$ cat src/rtl/vga_pkg.sv
// vga_pkg: shared constants and types for the VGA transmit engine.
//   - default 640x480@60 raster timing (segments, totals, sync windows)
//   - rgb332_t pixel layout and the colour-bar test pattern helpers
package vga_pkg;

  localparam int unsigned PIX_DIV_DEF  = 2;

  localparam int unsigned H_ACTIVE_DEF = 640;
  localparam int unsigned H_FP_DEF     = 16;
  localparam int unsigned H_SYNC_DEF   = 96;
  localparam int unsigned H_BP_DEF     = 48;

  localparam int unsigned V_ACTIVE_DEF = 480;
  localparam int unsigned V_FP_DEF     = 10;
  localparam int unsigned V_SYNC_DEF   = 2;
  localparam int unsigned V_BP_DEF     = 33;

  localparam int unsigned H_TOTAL = H_ACTIVE_DEF + H_FP_DEF + H_SYNC_DEF + H_BP_DEF;  // 800
  localparam int unsigned V_TOTAL = V_ACTIVE_DEF + V_FP_DEF + V_SYNC_DEF + V_BP_DEF;  // 525

  localparam int unsigned H_SYNC_START = H_ACTIVE_DEF + H_FP_DEF;          // 656
  localparam int unsigned H_SYNC_END   = H_SYNC_START + H_SYNC_DEF - 1;    // 751
  localparam int unsigned V_SYNC_START = V_ACTIVE_DEF + V_FP_DEF;          // 490
  localparam int unsigned V_SYNC_END   = V_SYNC_START + V_SYNC_DEF - 1;    // 491

  localparam bit SYNC_POL_DEF = 1'b0;

  typedef struct packed {
    logic [2:0] r;
    logic [2:0] g;
    logic [1:0] b;
  } rgb332_t;

  // Bar k occupies bits [8k+7:8k].
  localparam int unsigned BAR_WIDTH = 80;
  localparam logic [63:0] BAR_TABLE = {8'hFF, 8'hFC, 8'hE3, 8'hE0,
                                       8'h1F, 8'h1C, 8'h03, 8'h00};

  function automatic logic [2:0] bar_index(input logic [9:0] x);
    logic [2:0] idx;
    idx = '0;
    for (int unsigned i = 1; i < 8; i++) begin
      if (x >= 10'(BAR_WIDTH * i)) idx = 3'(i);
    end
    return idx;
  endfunction

  function automatic rgb332_t bar_colour(input logic [2:0] k);
    return rgb332_t'(BAR_TABLE[{k, 3'b000} +: 8]);
  endfunction

endpackage

$ cat src/rtl/vga_timing_gen.sv
// vga_timing_gen: pixel clock-enable divider plus horizontal/vertical raster
// counters and the combinational flags derived from them.
//   clk, rst     system clock, asynchronous active-high reset
//   en           raster enable; low holds divider and counters at 0
//   pix_ce       one clk in every PIX_DIV while enabled (first on the clk after en rises)
//   h_cnt        current column counter (0..H_TOTAL-1)
//   pix_y        current row counter, low 9 bits
//   active       current position inside the visible window
//   hsync_on     current column inside the horizontal sync pulse
//   vsync_on     current row inside the vertical sync pulse
//   frame_start  registered one-clk pulse on the (last,last) -> (0,0) wrap
module vga_timing_gen
  import vga_pkg::*;
#(
  parameter int unsigned PIX_DIV  = PIX_DIV_DEF,
  parameter int unsigned H_ACTIVE = H_ACTIVE_DEF,
  parameter int unsigned H_FP     = H_FP_DEF,
  parameter int unsigned H_SYNC   = H_SYNC_DEF,
  parameter int unsigned H_BP     = H_BP_DEF,
  parameter int unsigned V_ACTIVE = V_ACTIVE_DEF,
  parameter int unsigned V_FP     = V_FP_DEF,
  parameter int unsigned V_SYNC   = V_SYNC_DEF,
  parameter int unsigned V_BP     = V_BP_DEF
) (
  input  logic       clk,
  input  logic       rst,
  input  logic       en,
  output logic       pix_ce,
  output logic [9:0] h_cnt,
  output logic [8:0] pix_y,
  output logic       active,
  output logic       hsync_on,
  output logic       vsync_on,
  output logic       frame_start
);

  localparam int unsigned DIV_W  = (PIX_DIV > 1) ? $clog2(PIX_DIV) : 1;
  localparam int unsigned H_TOT  = H_ACTIVE + H_FP + H_SYNC + H_BP;
  localparam int unsigned V_TOT  = V_ACTIVE + V_FP + V_SYNC + V_BP;
  localparam int unsigned HS_BEG = H_ACTIVE + H_FP;
  localparam int unsigned HS_END = HS_BEG + H_SYNC - 1;
  localparam int unsigned VS_BEG = V_ACTIVE + V_FP;
  localparam int unsigned VS_END = VS_BEG + V_SYNC - 1;

  logic [DIV_W-1:0] div_q, div_d;
  logic [9:0]       h_q, h_d;
  logic [9:0]       v_q, v_d;
  logic             fs_q, fs_d;
  logic             h_wrap, v_wrap;

  always_comb begin
    pix_ce = en && (div_q == '0);
    h_wrap = (h_q == 10'(H_TOT - 1));
    v_wrap = (v_q == 10'(V_TOT - 1));
    div_d  = div_q;
    h_d    = h_q;
    v_d    = v_q;
    fs_d   = 1'b0;
    if (!en) begin
      div_d = '0;
      h_d   = '0;
      v_d   = '0;
    end else begin
      div_d = (div_q == DIV_W'(PIX_DIV - 1)) ? '0 : div_q + 1'b1;
      if (pix_ce) begin
        h_d  = h_wrap ? '0 : h_q + 1'b1;
        if (h_wrap) v_d = v_wrap ? '0 : v_q + 1'b1;
        fs_d = h_wrap && v_wrap;
      end
    end
  end

  always_ff @(posedge clk or posedge rst) begin
    if (rst) begin
      div_q <= '0;
      h_q   <= '0;
      v_q   <= '0;
      fs_q  <= 1'b0;
    end else begin
      div_q <= div_d;
      h_q   <= h_d;
      v_q   <= v_d;
      fs_q  <= fs_d;
    end
  end

  always_comb begin
    h_cnt       = h_q;
    pix_y       = v_q[8:0];
    active      = (h_q < 10'(H_ACTIVE)) && (v_q < 10'(V_ACTIVE));
    hsync_on    = (h_q >= 10'(HS_BEG)) && (h_q <= 10'(HS_END));
    vsync_on    = (v_q >= 10'(VS_BEG)) && (v_q <= 10'(VS_END));
    frame_start = fs_q;
  end

endmodule

$ cat src/rtl/vga_tx.sv
// vga_tx: VGA transmit engine. Generates raster timing, requests one RGB332
// pixel per pixel tick from frame memory and drives the VGA pins.
//   CLK, RESET    system clock, asynchronous active-high reset
//   EN            raster enable
//   TP_SEL        colour-bar select (effective only with VGA_TX_TESTPAT_EN)
//   PIX_REQ       one-CLK read strobe; PIX_X / PIX_Y give the pixel address
//   PIX_DATA      memory data, valid exactly one CLK after PIX_REQ
//   HSYNC, VSYNC  sync pins, active level SYNC_POL
//   VGARED/GREEN/BLUE  colour pins, forced to 0 outside the visible window
//   FRAME_START   one-CLK pulse at each raster wrap to (0,0)
// Pins trail the pixel-request edge by a fixed 2 CLK for any PIX_DIV.
// Macro VGA_TX_TESTPAT_EN adds the 8-bar test pattern selected by TP_SEL.
module vga_tx
  import vga_pkg::*;
#(
  parameter int unsigned PIX_DIV  = PIX_DIV_DEF,
  parameter int unsigned H_ACTIVE = H_ACTIVE_DEF,
  parameter int unsigned H_FP     = H_FP_DEF,
  parameter int unsigned H_SYNC   = H_SYNC_DEF,
  parameter int unsigned H_BP     = H_BP_DEF,
  parameter int unsigned V_ACTIVE = V_ACTIVE_DEF,
  parameter int unsigned V_FP     = V_FP_DEF,
  parameter int unsigned V_SYNC   = V_SYNC_DEF,
  parameter int unsigned V_BP     = V_BP_DEF,
  parameter bit          SYNC_POL = SYNC_POL_DEF
) (
  input  logic       CLK,
  input  logic       RESET,
  input  logic       EN,
  input  logic       TP_SEL,
  output logic       PIX_REQ,
  output logic [9:0] PIX_X,
  output logic [8:0] PIX_Y,
  input  logic [7:0] PIX_DATA,
  output logic       HSYNC,
  output logic       VSYNC,
  output logic [2:0] VGARED,
  output logic [2:0] VGAGREEN,
  output logic [1:0] VGABLUE,
  output logic       FRAME_START
);

  logic       pix_ce, active, hsync_on, vsync_on;
  logic [9:0] h_cnt;
  logic [8:0] pix_y;

  vga_timing_gen #(
    .PIX_DIV (PIX_DIV),
    .H_ACTIVE(H_ACTIVE), .H_FP(H_FP), .H_SYNC(H_SYNC), .H_BP(H_BP),
    .V_ACTIVE(V_ACTIVE), .V_FP(V_FP), .V_SYNC(V_SYNC), .V_BP(V_BP)
  ) u_timing (
    .clk        (CLK),
    .rst        (RESET),
    .en         (EN),
    .pix_ce     (pix_ce),
    .h_cnt      (h_cnt),
    .pix_y      (pix_y),
    .active     (active),
    .hsync_on   (hsync_on),
    .vsync_on   (vsync_on),
    .frame_start(FRAME_START)
  );

  // Stage 0: request/address plus blank and sync flags, loaded on pix_ce.
  logic       req0_q, req0_d, act0_q, act0_d, hs0_q, hs0_d, vs0_q, vs0_d;
  logic [9:0] x0_q, x0_d;
  logic [8:0] y0_q, y0_d;
  // Stage 1: the cycle in which memory presents PIX_DATA.
  logic       req1_q, req1_d, act1_q, act1_d, hs1_q, hs1_d, vs1_q, vs1_d;
  // Stage 2: pin registers.
  logic       hs2_q, hs2_d, vs2_q, vs2_d;
  rgb332_t    rgb_q, rgb_d, src;

`ifdef VGA_TX_TESTPAT_EN
  logic [2:0] bar1_q, bar1_d;

  always_comb begin
    bar1_d = req0_q ? bar_index(x0_q) : bar1_q;
    src    = TP_SEL ? bar_colour(bar1_q) : rgb332_t'(PIX_DATA);
  end

  always_ff @(posedge CLK or posedge RESET) begin
    if (RESET) bar1_q <= '0;
    else       bar1_q <= bar1_d;
  end
`else
  logic unused_tp_sel;
  assign unused_tp_sel = TP_SEL;

  always_comb src = rgb332_t'(PIX_DATA);
`endif

  always_comb begin
    req0_d = 1'b0;
    act0_d = act0_q;
    hs0_d  = hs0_q;
    vs0_d  = vs0_q;
    x0_d   = x0_q;
    y0_d   = y0_q;
    req1_d = req0_q;
    act1_d = act0_q;
    hs1_d  = hs0_q;
    vs1_d  = vs0_q;
    hs2_d  = hs1_q ? SYNC_POL : !SYNC_POL;
    vs2_d  = vs1_q ? SYNC_POL : !SYNC_POL;
    rgb_d  = rgb_q;
    // Colour holds between data cycles so it spans all PIX_DIV clocks of a pixel.
    if (!act1_q)     rgb_d = '0;
    else if (req1_q) rgb_d = src;
    if (pix_ce) begin
      req0_d = active;
      act0_d = active;
      hs0_d  = hsync_on;
      vs0_d  = vsync_on;
      x0_d   = h_cnt;
      y0_d   = pix_y;
    end
    // Disabled: flush the whole pipeline so pins go idle on the next edge.
    if (!EN) begin
      act0_d = 1'b0;
      hs0_d  = 1'b0;
      vs0_d  = 1'b0;
      x0_d   = '0;
      y0_d   = '0;
      req1_d = 1'b0;
      act1_d = 1'b0;
      hs1_d  = 1'b0;
      vs1_d  = 1'b0;
      hs2_d  = !SYNC_POL;
      vs2_d  = !SYNC_POL;
      rgb_d  = '0;
    end
  end

  always_ff @(posedge CLK or posedge RESET) begin
    if (RESET) begin
      req0_q <= 1'b0;
      act0_q <= 1'b0;
      hs0_q  <= 1'b0;
      vs0_q  <= 1'b0;
      x0_q   <= '0;
      y0_q   <= '0;
      req1_q <= 1'b0;
      act1_q <= 1'b0;
      hs1_q  <= 1'b0;
      vs1_q  <= 1'b0;
      hs2_q  <= !SYNC_POL;
      vs2_q  <= !SYNC_POL;
      rgb_q  <= '0;
    end else begin
      req0_q <= req0_d;
      act0_q <= act0_d;
      hs0_q  <= hs0_d;
      vs0_q  <= vs0_d;
      x0_q   <= x0_d;
      y0_q   <= y0_d;
      req1_q <= req1_d;
      act1_q <= act1_d;
      hs1_q  <= hs1_d;
      vs1_q  <= vs1_d;
      hs2_q  <= hs2_d;
      vs2_q  <= vs2_d;
      rgb_q  <= rgb_d;
    end
  end

  always_comb begin
    PIX_REQ  = req0_q;
    PIX_X    = x0_q;
    PIX_Y    = y0_q;
    HSYNC    = hs2_q;
    VSYNC    = vs2_q;
    VGARED   = rgb_q.r;
    VGAGREEN = rgb_q.g;
    VGABLUE  = rgb_q.b;
  end

endmodule
$ cat config.mk
export PLATFORM = sky130hd
export DESIGN_NAME = vga_tx
export DESIGN_NICKNAME = d
export VERILOG_FILES = /design/src/rtl/vga_pkg.sv /design/src/rtl/vga_timing_gen.sv /design/src/rtl/vga_tx.sv
export SDC_FILE = /design/constraint.sdc
export NUM_CORES = 1
export LEC_CHECK = 0
export CAP_MARGIN = 20
export CELL_PAD_IN_SITES_DETAIL_PLACEMENT = 2
export CELL_PAD_IN_SITES_GLOBAL_PLACEMENT = 2
export CORE_MARGIN = 2
export CORE_UTILIZATION = 39
export CTS_BUF_LIST = sky130_fd_sc_hd__clkbuf_4
export DETAILED_ROUTE_END_ITERATION = 8
export DONT_BUFFER_PORTS = 1
export GPL_ROUTABILITY_DRIVEN = 0
export PLACE_DENSITY = 0.75
export SYNTH_ARGS = -nofsm -noshare
export SYNTH_HDL_FRONTEND = slang
export SYNTH_SLANG_ARGS = --single-unit
$ cat constraint.sdc
create_clock -name CLK -period 4.5 [get_ports CLK]
set_input_delay 0.45 -clock CLK [delete_from_list [all_inputs] [get_ports CLK]]
set_output_delay 0.45 -clock CLK [all_outputs]
set_load 0.02 [all_outputs]
Yosys cells after proc, flatten, opt, wreduce, memory -nomap -nowiden
Index checks and enable logic that the tools add are counted.

cells by class
  order comparisons = 6
  muxes and demuxes = 33
  $add $sub $neg = 3
  eq/ne operators = 5
  bitwise logic cells = 1
  reductions and logical operators = 6

operators by type and width
  cell                   count
  $mux 10                9
  $mux 8                 3
  $add 10x1->10 const B  2
  $eq 10x10->1 const B   2
  $mux 1                 19
  $mux 9                 2
  $ge 10x10->1 const B   1
  $ge 10x9->1 const B    1
  $le 10x10->1 const B   1
  $le 10x9->1 const B    1
  $lt 10x10->1 const B   1
  $lt 10x9->1 const B    1
  $logic_and 1x1->1      5
  $ne 2x1->1 const B     2
  $ne 3x3->1 const B     1
  $reduce_and 2->1       1
  $add 1x1->1 const B    1
  $not 1->1              1

storage, ports and cells
  logic and storage cells = 73
  output and inout port bits = 31
  flip-flop bits (word level) = 59

Longest topological paths before layout
  depth after elaboration = 5
  gate-level depth with buffers = 6
  gate-level depth less buffers = 6

Cells and area by module
Synthesis repeated with hierarchy kept, for this count alone.

unflattened totals
  cells, all modules = 264
  area total of the unflattened synthesis = 2895.3 µm²

modules (own cells, without submodules)
  module          seq. area each (µm²)  times used  cells an instance  area each (µm²)
  vga_tx          928.4                 1           113                1502.7
  vga_timing_gen  550.5                 1           151                1392.6

Worst setup path after synthesis
Ideal clock, no wire load.

  kind = reg-to-reg
  from = reg u_timing.h_q[0], in the netlist u_timing.h_cnt[0]
  to = reg u_timing.v_q[6]
  arrival = 1.439 ns
  setup time = 0.139 ns
  cell stages (with the launch flop) = 6
  clock period less this slack = 1.578 ns
  required time = 4.361 ns
  path buffers = 0
  path slack = 2.922 ns
  cell sequence = dfrtp_1 > ha_1 > and3b_1 > nand4_4 > o311ai_0 > o31ai_1

on the way
  word-level cells in the longest chain between the ends = 3

RTL lines
  item                               RTL line              source
  from (decl)                        vga_timing_gen.sv:46  logic [9:0] h_q, h_d;
  from (signal assigned)             vga_timing_gen.sv:76  h_q <= '0;
  from (signal assigned)             vga_timing_gen.sv:81  h_q <= h_d;
  $eq 10x10->1                       vga_timing_gen.sv:53  h_wrap = (h_q == 10'(H_TOT - 1));
  $ne 2x1->1 (no source line)        --
  $reduce_and 2->1 (no source line)  --
  to (signal assigned)               vga_timing_gen.sv:82  v_q <= v_d;
  to (decl)                          vga_timing_gen.sv:47  logic [9:0] v_q, v_d;

No other way between the ends.
A chain may end at the register's enable or synchronous reset.

Worst setup path in the final report
  from = reg u_timing.div_q
  to = reg u_timing.v_q[3]

on the way
  word-level cells in the longest chain between the ends = 4

RTL lines
  item                               RTL line              source
  from (decl)                        vga_timing_gen.sv:45  logic [DIV_W-1:0] div_q, div_d;
  from (signal assigned)             vga_timing_gen.sv:80  div_q <= div_d;
  $not 1->1                          vga_timing_gen.sv:52  pix_ce = en && (div_q == '0);
  $logic_and 1x1->1                  vga_timing_gen.sv:52
  $ne 2x1->1 (no source line)        --
  $reduce_and 2->1 (no source line)  --

No other way between the ends.

==> results by stage <==
Placed design:
- The number of port buffers is 0.
- The placed wire-length estimate after detailed placement is 4.33 mm.
- The cell area after placement is ~2800 um^2.

Floorplanning:
- For this design the top-level I/O count stands at between 40 and 50.
- The initial standard-cell utilization of the core is 40.6%.
- The number of core rows is 30.
- The area of the die is 7800 um^2.
- The placeable core region is just under 7000 um^2.
- The floorplan step set the die width to 88.3 um.
- The die is 88.3 um tall.

Logic synthesis:
- The synthesized design contains 0 enable-type register cells.
- The net count after synthesis is roughly 270.
- The proportion of synthesized chip area in sequential cells is a little over half.
- The number of unique standard cell types used by synthesis is 49.
- A synthesized cell averages about 11 um^2.
- The top-area cell type share of the netlist area is a little over 50%.
- The number of synthesis warnings is 0.
- Among all flip-flop cells after synthesis, the most frequent one is dfrtp_1.
- The instance count of the mapped netlist is about 260.
- Counting instances in the post-synthesis netlist gives the leading cell types as dfrtp_1 (57), nor2_1 (42), mux2i_1 (27).
- Ranked by total cell area, the synthesized netlist is headed by dfrtp_1 (51%), mux2i_1 (9.7%), nor2_1 (5.7%), nand2_1 (2.6%), ha_1 (2.3%).
- The most instantiated library cell after synthesis is dfrtp_1.
- The number of storage elements in the synthesis netlist is about 60.
- The biggest area contributor in the post-synthesis netlist is dfrtp_1.
- The share of flip-flops with an asynchronous set or reset is between 90% and 100%.
- The netlist area before placement is 2770 um^2.

Routing:
- For this run, design rule violations remaining after detail routing come to 0.
- The routed wire length per instance is approximately 19 um.
- The number of nets still failing antenna checks after routing is 0.
- Using the TritonRoute via totals, the vias-per-cell ratio works out to approximately 5.4.
- The first detailed-routing pass took 4 iterations.
- The total number of vias is about 1.9k.
- The final wirelength is approximately 6.6 mm.
- The detailed router finished its first iteration with 76 violations.

Global routing:
- The initial antenna violation count came to 0.
- The number of global-route vias before repair is around 2.0k.
- The global-route wire length before repair is ~11 mm.
- The global-route congestion overflow total is 0.
- In the global route stage, overall resource usage came out at a little under a fifth.
- Entering global routing, the biggest net connects 60 pins.

Status:
- The run finished with clean final reports.

Timing:
- Setup violations remaining at the end of the flow were counted as 0.
- The final-report max-slew violation count was 0.
- In this run the tightest slew margin relative to its limit is 48.7%.
- The setup total negative slack is 0 ns.
- The fmax is 502 MHz.
- The setup clock skew after layout is approximately 0.018 ns.
- The number of endpoints with negative hold slack in the final report was 0.
- Setup repair after global routing left no endpoint under its margin.
- For the finished layout, the period the worst path requires is ~2.0 ns.
- The transition time of the tightest slew-check pin is a little under 0.8 ns.
- The final period utilization is 44.3%.

Clocking:
- The H-tree depth is 3.
- The clock buffer count from CTS is 9.
- The buffer type at the clock tree root is clkbuf_4.
- The clock tree from TritonCTS is done.
- The latest clock arrival within the worst-skew pair is between 0.4 and 0.5 ns.
- The post-cts repair resize count is 0.
- The largest buffer count on any clock path is 2.
- The sink count of the clock tree is just under 60.
- The number of buffers inserted by post-CTS setup repair is 0.
- After clock tree synthesis, the clock-pin slew on the worst setup and hold paths is between 0.1 and 0.15 ns.
- Buffers inserted to repair hold after CTS numbered 0.

Run:
- The number of violations of the max-capacitance limit is 0.

Critical path:
- The required time at the worst-slack endpoint is just under 5 ns.
- The worst register-to-register path has a depth of 5.
- The critical path is of the register to register type.
- STA puts the critical path data arrival time at approximately 2.3 ns.
- The capturing element type of the critical path is a register.
- The startpoint identified for the worst register-to-register timing path is u_timing.div_q.
- In this run the worst path has a maximum fanout of 17.
- The flop-to-flop setup slack is roughly 2.5 ns.
- The worst register-to-register path ends at u_timing.v_q[3].
- The type of element launching the critical path is a register.

Power:
- The peak supply drop is around 0.12 mV.
- The leakage power is around 1.3 nW.
- In this run the power density over the cells is about 350 nW/um^2.

Final layout:
- At the end of the flow, the number of nets in the layout was between 200 and 300.
- The number of antenna cells inserted is 0.
- The fraction of layout instances using a drive strength above 1 is a little under an eighth.
- The finished cells cover about 3000 um^2.
- The area growth from synthesis to layout is 7.85%.

Worst hold path:
- The worst hold path begins at EN.
- The path type of the worst min-delay path is input port to register.
- For hold timing, the worst endpoint is HSYNC.
- The number of cells traversed by the worst hold path is 1.
-- layer usage --
layer,track usage (%),routed length [um],share of wire [%],vias up
li1,-,-,-,899
met1,25.6,3100,47,986
met2,28.3,3080,46,41
met3,5.13,342,5.2,12
met4,7.02,108,1.6,0
met5,0,0,0,-
-- area by class of cell --
type,count,area (um^2)
sequential,59,1480
inverter,9,33.8
timing repair buffer,2,15.0
clock inverter,7,91.3
fill,751,3840
multi-input combinational,176,1180
tap,96,120
clock buffer,9,67.6
-- how the worst max path moves through the flow --
stage,slack [ns],depth (start not counted),startpoint,end
final,2.51,5,u_timing.div_q,u_timing.v_q[3]
after global routing,2.34,5,u_timing.div_q,u_timing.v_q[6]
after CTS,2.49,5,u_timing.div_q,u_timing.v_q[3]
after detailed placement,2.52,5,u_timing.div_q,u_timing.v_q[3]
after global placement,2.56,5,u_timing.div_q,u_timing.v_q[7]
after floorplan,2.60,1,RESET,PIX_REQ
-- report_power, final --
part,leakage (nW),switching (mW),internal [mW]
Combinational,0.421,0.0307,0.0150
Sequential,0.809,0.0152,0.537
Clock,0.0861,0.216,0.224
Total,1.32,0.262,0.776
-- cells in the final DEF, fill, tap and decap left out, types with 2 or more instances in the layout --
| master | n |
|---|---|
| a21oi_1 | 3 |
| a31oi_1 | 2 |
| a32oi_1 | 2 |
| and2_1 | 6 |
| and3_1 | 2 |
| buf_4 | 2 |
| bufinv_16 | 2 |
| clkbuf_4 | 9 |
| clkinv_2 | 3 |
| dfrtp_1 | 57 |
| dfstp_2 | 2 |
| ha_1 | 5 |
| inv_1 | 8 |
| mux2i_1 | 27 |
| nand2_1 | 19 |
| nand3_1 | 7 |
| nand4_1 | 8 |
| nand4_4 | 2 |
| nor2_1 | 42 |
| nor3_1 | 3 |
| nor4_1 | 4 |
| o21ai_0 | 7 |
| o311ai_0 | 2 |
| o31ai_1 | 3 |
| or3_1 | 3 |
| xnor2_1 | 3 |
| xor2_1 | 4 |
-- through the flow --
step	power, mW	setup slack, ns	hold slack [ns]	instances	utilization, %
2_1_floorplan	0.600	2.60	0.352	256	-
3_3_place_gp	0.608	2.56	0.356	342	41.5
4_1_cts	1.06	2.49	0.0384	358	43.8
5_1_grt	1.09	2.34	0.0271	358	43.8
6_report	1.04	2.51	0.0619	358	43.8
3_5_place_dp	0.610	2.52	0.366	342	41.5
-- flip-flops by register name, summed over array words and instances (netlist names), 2 cells and up --
name and cells:
PIX_X 10, u_timing.h_cnt 10, u_timing.v_q 10, PIX_Y 9, VGAGREEN 3, VGARED 3, VGABLUE 2
-- cells by family (layout without fill, tap and decap cells) --
logic type / count (synthesis) / in the layout / synth area share (%)
AND/OR/NAND/NOR: 108 / 108 / 21.1
buffers and inverters: 21 / 27 / 3.97
AO/OA/AOI/OAI: 29 / 29 / 7.44
multiplexers: 27 / 27 / 9.74
flip-flops: 59 / 59 / 53.3
adder cells (fa/ha/maj): 5 / 5 / 2.26
XOR/XNOR: 7 / 7 / 2.21
-- critical path, cell delays in order, from the launching register on --
cell and delay (ns):
dfrtp_1 0.67, nand2b_1 0.34, inv_1 0.18, and3_2 0.30
nand3_4 0.14, o31ai_1 0.26
Power figures use the tool's default switching activity.
